`src/rtl/bootdata_sender.sv`:
```
// ----------------------------------------------------------------------------
// bootdata_sender
//
// Control-side transmitter for the ROM boot path. Bytes of the ROM image are
// pulled from a byte source and packed four to a 32-bit word, first byte in
// [31:24]. Each word is offered to the memory-side bootloader on a req/ack
// handshake. When ROM_BYTES bytes have been acknowledged, done is raised so
// the core can leave reset. A final partial word is padded with 8'h00.
//
// Parameters
//   ROM_BYTES    image length in bytes (1..65535)
//   ACK_TIMEOUT  cycles req may wait for ack before error; 0 disables
//
// Ports
//   clk                input   system clock
//   reset_n            input   synchronous, active-low reset
//   start              input   1-cycle pulse, begins a transfer from byte 0
//   src_data[7:0]      input   next image byte
//   src_valid          input   src_data valid
//   src_ready          output  byte consumed on edge with src_valid & src_ready
//   host_bootdata[31:0] output packed word, held while req is high
//   host_bootdata_req  output  word valid, held until ack
//   host_bootdata_ack  input   receiver consumed the word
//   busy               output  transfer in progress
//   done               output  whole image delivered (held until start/reset)
//   error              output  ack timeout (held until start/reset)
//   bytes_sent[15:0]   output  bytes acknowledged by receiver, padding excluded
// ----------------------------------------------------------------------------
module bootdata_sender #(
    parameter int ROM_BYTES   = 16384,
    parameter int ACK_TIMEOUT = 65535
) (
    input  logic        clk,
    input  logic        reset_n,
    input  logic        start,
    input  logic [7:0]  src_data,
    input  logic        src_valid,
    output logic        src_ready,
    output logic [31:0] host_bootdata,
    output logic        host_bootdata_req,
    input  logic        host_bootdata_ack,
    output logic        busy,
    output logic        done,
    output logic        error,
    output logic [15:0] bytes_sent
);

    localparam logic [16:0] ROM_LEN = 17'(ROM_BYTES);
    localparam logic [16:0] TMO_LIM = 17'(ACK_TIMEOUT);

    typedef enum logic [2:0] {
        S_IDLE,
        S_FILL,
        S_REQ,
        S_DONE,
        S_ERR
    } state_t;

    state_t      r_state, w_state_next;
    logic [15:0] r_byte_cnt,   w_byte_cnt_next;    // image bytes taken so far
    logic [1:0]  r_lane,       w_lane_next;        // next lane to fill
    logic [31:0] r_word,       w_word_next;        // word under assembly
    logic [31:0] r_bootdata,   w_bootdata_next;    // word presented to receiver
    logic [15:0] r_tmo_cnt,    w_tmo_cnt_next;     // REQ cycles without ack
    logic [15:0] r_bytes_sent, w_bytes_sent_next;
    logic [2:0]  r_word_bytes, w_word_bytes_next;  // real (unpadded) bytes in word

    logic [31:0] w_filled;
    logic [16:0] w_sent_sum;

    always_ff @(posedge clk) begin
        if (!reset_n) begin
            r_state      <= S_IDLE;
            r_byte_cnt   <= '0;
            r_lane       <= '0;
            r_word       <= '0;
            r_bootdata   <= '0;
            r_tmo_cnt    <= '0;
            r_bytes_sent <= '0;
            r_word_bytes <= '0;
        end else begin
            r_state      <= w_state_next;
            r_byte_cnt   <= w_byte_cnt_next;
            r_lane       <= w_lane_next;
            r_word       <= w_word_next;
            r_bootdata   <= w_bootdata_next;
            r_tmo_cnt    <= w_tmo_cnt_next;
            r_bytes_sent <= w_bytes_sent_next;
            r_word_bytes <= w_word_bytes_next;
        end
    end

    // Current word with the incoming byte dropped into its lane.
    always_comb begin
        w_filled = r_word;
        case (r_lane)
            2'd0:    w_filled[31:24] = src_data;
            2'd1:    w_filled[23:16] = src_data;
            2'd2:    w_filled[15:8]  = src_data;
            default: w_filled[7:0]   = src_data;
        endcase
    end

    // Saturating add so bytes_sent can never pass the image length.
    always_comb begin
        w_sent_sum = {1'b0, r_bytes_sent} + {14'd0, r_word_bytes};
        if (w_sent_sum > ROM_LEN) begin
            w_sent_sum = ROM_LEN;
        end
    end

    always_comb begin
        w_state_next      = r_state;
        w_byte_cnt_next   = r_byte_cnt;
        w_lane_next       = r_lane;
        w_word_next       = r_word;
        w_bootdata_next   = r_bootdata;
        w_tmo_cnt_next    = r_tmo_cnt;
        w_bytes_sent_next = r_bytes_sent;
        w_word_bytes_next = r_word_bytes;

        src_ready         = 1'b0;
        host_bootdata_req = 1'b0;
        busy              = 1'b0;
        done              = 1'b0;
        error             = 1'b0;

        case (r_state)
            S_FILL: begin
                src_ready = 1'b1;
                busy      = 1'b1;
                if (src_valid) begin
                    w_byte_cnt_next   = r_byte_cnt + 16'd1;
                    w_lane_next       = r_lane + 2'd1;
                    w_word_bytes_next = r_word_bytes + 3'd1;
                    // Word closes on the 4th lane or on the last image byte;
                    // untouched lanes are still zero, which is the padding.
                    if (r_lane == 2'd3 || ({1'b0, r_byte_cnt} + 17'd1) == ROM_LEN) begin
                        w_bootdata_next = w_filled;
                        w_word_next     = '0;
                        w_lane_next     = '0;
                        w_tmo_cnt_next  = '0;
                        w_state_next    = S_REQ;
                    end else begin
                        w_word_next = w_filled;
                    end
                end
            end
            S_REQ: begin
                host_bootdata_req = 1'b1;
                busy              = 1'b1;
                if (host_bootdata_ack) begin
                    w_bytes_sent_next = w_sent_sum[15:0];
                    w_word_bytes_next = '0;
                    // Leaving REQ for at least one FILL cycle guarantees req
                    // drops between words even if ack is held high.
                    w_state_next = ({1'b0, r_byte_cnt} == ROM_LEN) ? S_DONE : S_FILL;
                end else if (TMO_LIM != 17'd0) begin
                    if (({1'b0, r_tmo_cnt} + 17'd1) == TMO_LIM) begin
                        w_state_next = S_ERR;
                    end else begin
                        w_tmo_cnt_next = r_tmo_cnt + 16'd1;
                    end
                end
            end
            default: begin
                // IDLE, DONE and ERR all restart from byte 0 on start.
                done  = (r_state == S_DONE);
                error = (r_state == S_ERR);
                if (start) begin
                    w_state_next      = S_FILL;
                    w_byte_cnt_next   = '0;
                    w_lane_next       = '0;
                    w_word_next       = '0;
                    w_tmo_cnt_next    = '0;
                    w_bytes_sent_next = '0;
                    w_word_bytes_next = '0;
                end
            end
        endcase
    end

    assign host_bootdata = r_bootdata;
    assign bytes_sent    = r_bytes_sent;

endmodule

```
`config.mk`:
```
export PLATFORM = sky130hd
export DESIGN_NAME = bootdata_sender
export DESIGN_NICKNAME = d
export VERILOG_FILES = /design/src/rtl/bootdata_sender.sv
export SDC_FILE = /design/constraint.sdc
export NUM_CORES = 1
export LEC_CHECK = 0
export ABC_CLOCK_PERIOD_IN_PS = 7600
export BUFFER_PORTS_ARGS = -buffer_cell sky130_fd_sc_hd__buf_2
export CORE_MARGIN = 4
export CORE_UTILIZATION = 64
export CTS_CLUSTER_DIAMETER = 30
export DETAILED_ROUTE_END_ITERATION = 10
export HOLD_SLACK_MARGIN = 0.06
export PLACE_DENSITY = 0.85
export SYNTH_ARGS = -nofsm -noshare
export SYNTH_HDL_FRONTEND = slang
export SYNTH_SLANG_ARGS = --single-unit
```
`constraint.sdc`:
```
create_clock -name clk -period 7.6 [get_ports clk]
set_input_delay 0.76 -clock clk [delete_from_list [all_inputs] [get_ports clk]]
set_output_delay 0.76 -clock clk [all_outputs]
set_load 0.02 [all_outputs]
```
==> reports/qor.yml <==
run_status:
  status: "finished clean"
finish:
  antenna_cells: 0
  fillCellCount: 703
  multi_input_area_sq_um: 3840
  layout-drive-gt1-share: 0.180
  fin_nets: 854
  regArea_sq_um: 2400
  area_growth_pct: 13.0
power:
  peakVddDrop_mv: 0.168
  leakagePower_nw: 2.67
  power_density_nw_per_um2: 217
yosys:
  yosys_warnings: 0
  netlist_top_cells_count: "dfxtp_1, nor2_1, nand2_1, nand3_1, clkbuf_1"
  synth_area_sq_um: 6630
  syn_area_per_cell_sq_um: 8.33
  synthTopCellsByArea: "dfxtp_1, a211oi_2, mux2i_1"
  syn_inst: 796
  yosysMostFrequentCell: "dfxtp_1"
  ys_ff_latch: 120
  ys.flop_type: "dfxtp_1"
  synth_top_cell_by_area: "dfxtp_1"
  synth_edf_count: 0
  syn_nets: 823
  ys_seq_area_frac: 0.362
  netlist.area_leader.share: 0.362
  async_reset_ff_frac: 0
  synth_cell_types: 72
drt:
  drt_iter0_drc: 649
  vias: 6392
  routed_via_density: 6.57
  drcViolationCount: 0
  totalWireLength_um: 17100
  avgRoutedWirePerCell_um: 17.6
  ant_nets: 0
  first_pass_iters: 6
global_routing:
  grt_first_pass_wirelength_um: 28300
  grt_max_degree: 63
  grt.overflow.total: 0
  grt_pass1_vias: 6041
  antenna_found_initial: 0
  track_usage: 0.293
sta:
  report.final.slew_viol_count: 0
  maxSlewHeadroom: 0.297
  final-setup-viol-count: 0
  holdWs_ps: 466
  grt_setup_unrepaired: "false"
  min_period_ps: 4270
  worst-slew-pin-transition_ps: 1050
  layout_worst_path_cycle_share: 0.562
  setup-tns-final_ps: 0
  skew_ps: 11.1
  fmax_mhz: 234
  hold_viol: 0
placement:
  place_congestion: 0.946
  portBuffers: 65
  dp_hpwl_um: 11500
critical_path:
  path_max_fanout: 37
  start_kind: "flop"
  crit_chain: "ha_1 -> nand3_2 -> or4_1 -> mux2i_1 -> or4_4 -> o21ai_4 -> buf_4 -> or3_1 -> o211ai_1"
  required_ps: 8000
  critical-path-max-stage-delay_ps: 810
  critical_path_arrival_ps: 4680
  critPathBufInv: 1
  criticalPathCategory: "reg -> reg"
  cp-end-kind: "flop"
  critical-path-top-delay-family: "simple AND/OR/NAND/NOR gates"
  cp_slowest_cell: "o21ai_4"
floorplanning:
  fp.dieH_um: 110
  io_pins: 66
  rows: 36
  die_w_um: 110
  start_util: 0.666
  core_sq_um: 9950
  dieArea_sq_um: 12100
job:
  drv_cap: 0
clocking:
  clkLatencyLatePin_ps: 530
  clk_pin_slew_ps: 60
  postCtsSetupBuffers: 0
  cts_hold_buffers: 0
  cts.sinks: 120
  cts_max_level: 4
  cts_buffers: 17
  cts_tree: "yes"
  cts_root_buf: "clkbuf_8"
  clockBufferDepth: 2
  cts_resized: 0
worst_hold_path:
  hp-class: "reg -> reg"
## power by group
| group | leakage, nW | total (mW) | switching, mW | internal [mW] |
|---|---|---|---|---|
| sequential | 0.967 | 0.642 | 0.00701 | 0.635 |
| clock | 0.292 | 0.840 | 0.306 | 0.535 |
| combinational | 1.41 | 0.144 | 0.102 | 0.0421 |
| total | 2.67 | 1.63 | 0.415 | 1.21 |
## worst register-to-register path, stage by stage, from the launching register on
cell and delay [ps]:
dfxtp_1 510, ha_1 330, nand3_2 160, or4_1 590
mux2i_1 170, or4_4 550, o21ai_4 810, buf_4 560
or3_1 340, o211ai_1 120
## worst paths after layout
| check | start | end | slack [ps] | cells after the start |
|---|---|---|---|---|
| max | r_byte_cnt[0] | r_tmo_cnt[2] | 3330 | 9 |
| min | r_word[1] | r_word[1] | 470 | 1 |
| max reg2reg | r_byte_cnt[0] | r_tmo_cnt[2] | 3330 | 9 |
| min reg2reg | r_word[1] | r_word[1] | 470 | 1 |
## layer usage
| layer | share of wire | up-vias | global-route usage | wire (um) |
|---|---|---|---|---|
| met4 | 0.038 | 0 | 0.151 | 649 |
| met3 | 0.071 | 71 | 0.0611 | 1210 |
| met5 | 0 | - | 0 | 0 |
| met2 | 0.48 | 318 | 0.491 | 8170 |
| li1 | - | 2981 | - | - |
| met1 | 0.41 | 3022 | 0.352 | 7090 |
## registers in the layout, indices dropped and copies added (netlist names)
name           count
host_bootdata     32
r_word            32
bytes_sent        16
r_byte_cnt        16
r_tmo_cnt         16
r_state            3
r_word_bytes       3
r_lane             2
## per-stage QoR
stage / total power, mW / instance area [sq um] / cells / setup slack, ps / util
6_report: 1.63 / 7500 / 973 / 3330 / 0.753
5_1_grt: 1.68 / 7500 / 973 / 3020 / 0.753
4_1_cts: 1.63 / 7500 / 973 / 3370 / 0.753
3_5_place_dp: 0.796 / 6880 / 941 / 3400 / 0.691
3_3_place_gp: 0.791 / 6880 / 941 / 3560 / 0.691
2_1_floorplan: 0.756 / 6630 / 796 / 4690 / -
## logic make-up (layout without fill, tap and decap cells)
logic type / Yosys count / after routing / synth area share
adder cells (fa/ha/maj): 14 / 14 / 0.0275
AO/OA/AOI/OAI: 198 / 198 / 0.233
buffers and inverters: 87 / 131 / 0.0585
AND/OR/NAND/NOR: 321 / 321 / 0.237
XOR/XNOR: 16 / 16 / 0.0211
flip-flops: 120 / 120 / 0.362
multiplexers: 40 / 40 / 0.0606
## cell usage in the layout (no fill, tap or decap), types with 4 or more instances in the layout
master / count
o22ai_1: 31
and3_1: 7
a21o_1: 5
nand3_1: 52
and4_1: 4
buf_4: 5
a21oi_1: 26
a41oi_1: 7
or3_1: 5
a211oi_2: 32
inv_1: 28
nor3_1: 17
a31oi_1: 7
nand3b_1: 4
nand4_1: 17
dfxtp_1: 120
or4_1: 7
xor2_1: 6
mux2i_1: 39
o21ai_0: 29
buf_2: 65
clkbuf_16: 16
nand2_1: 84
xnor2_1: 10
o31ai_1: 4
a211o_1: 5
ha_1: 13
and2_1: 15
nor2_1: 85
o211ai_1: 12
nor4_1: 7
bufinv_16: 4
## final cells by class
type                            count  share of cell area
Timing Repair Buffer               70              0.0484
Clock buffer                       18              0.0557
Inverter                           29              0.0145
Tap cell                          133              0.0222
Multi-Input combinational cell    589               0.513
Clock inverter                     14              0.0262
Sequential cell                   120               0.320
(Power assumes the default switching activity.)
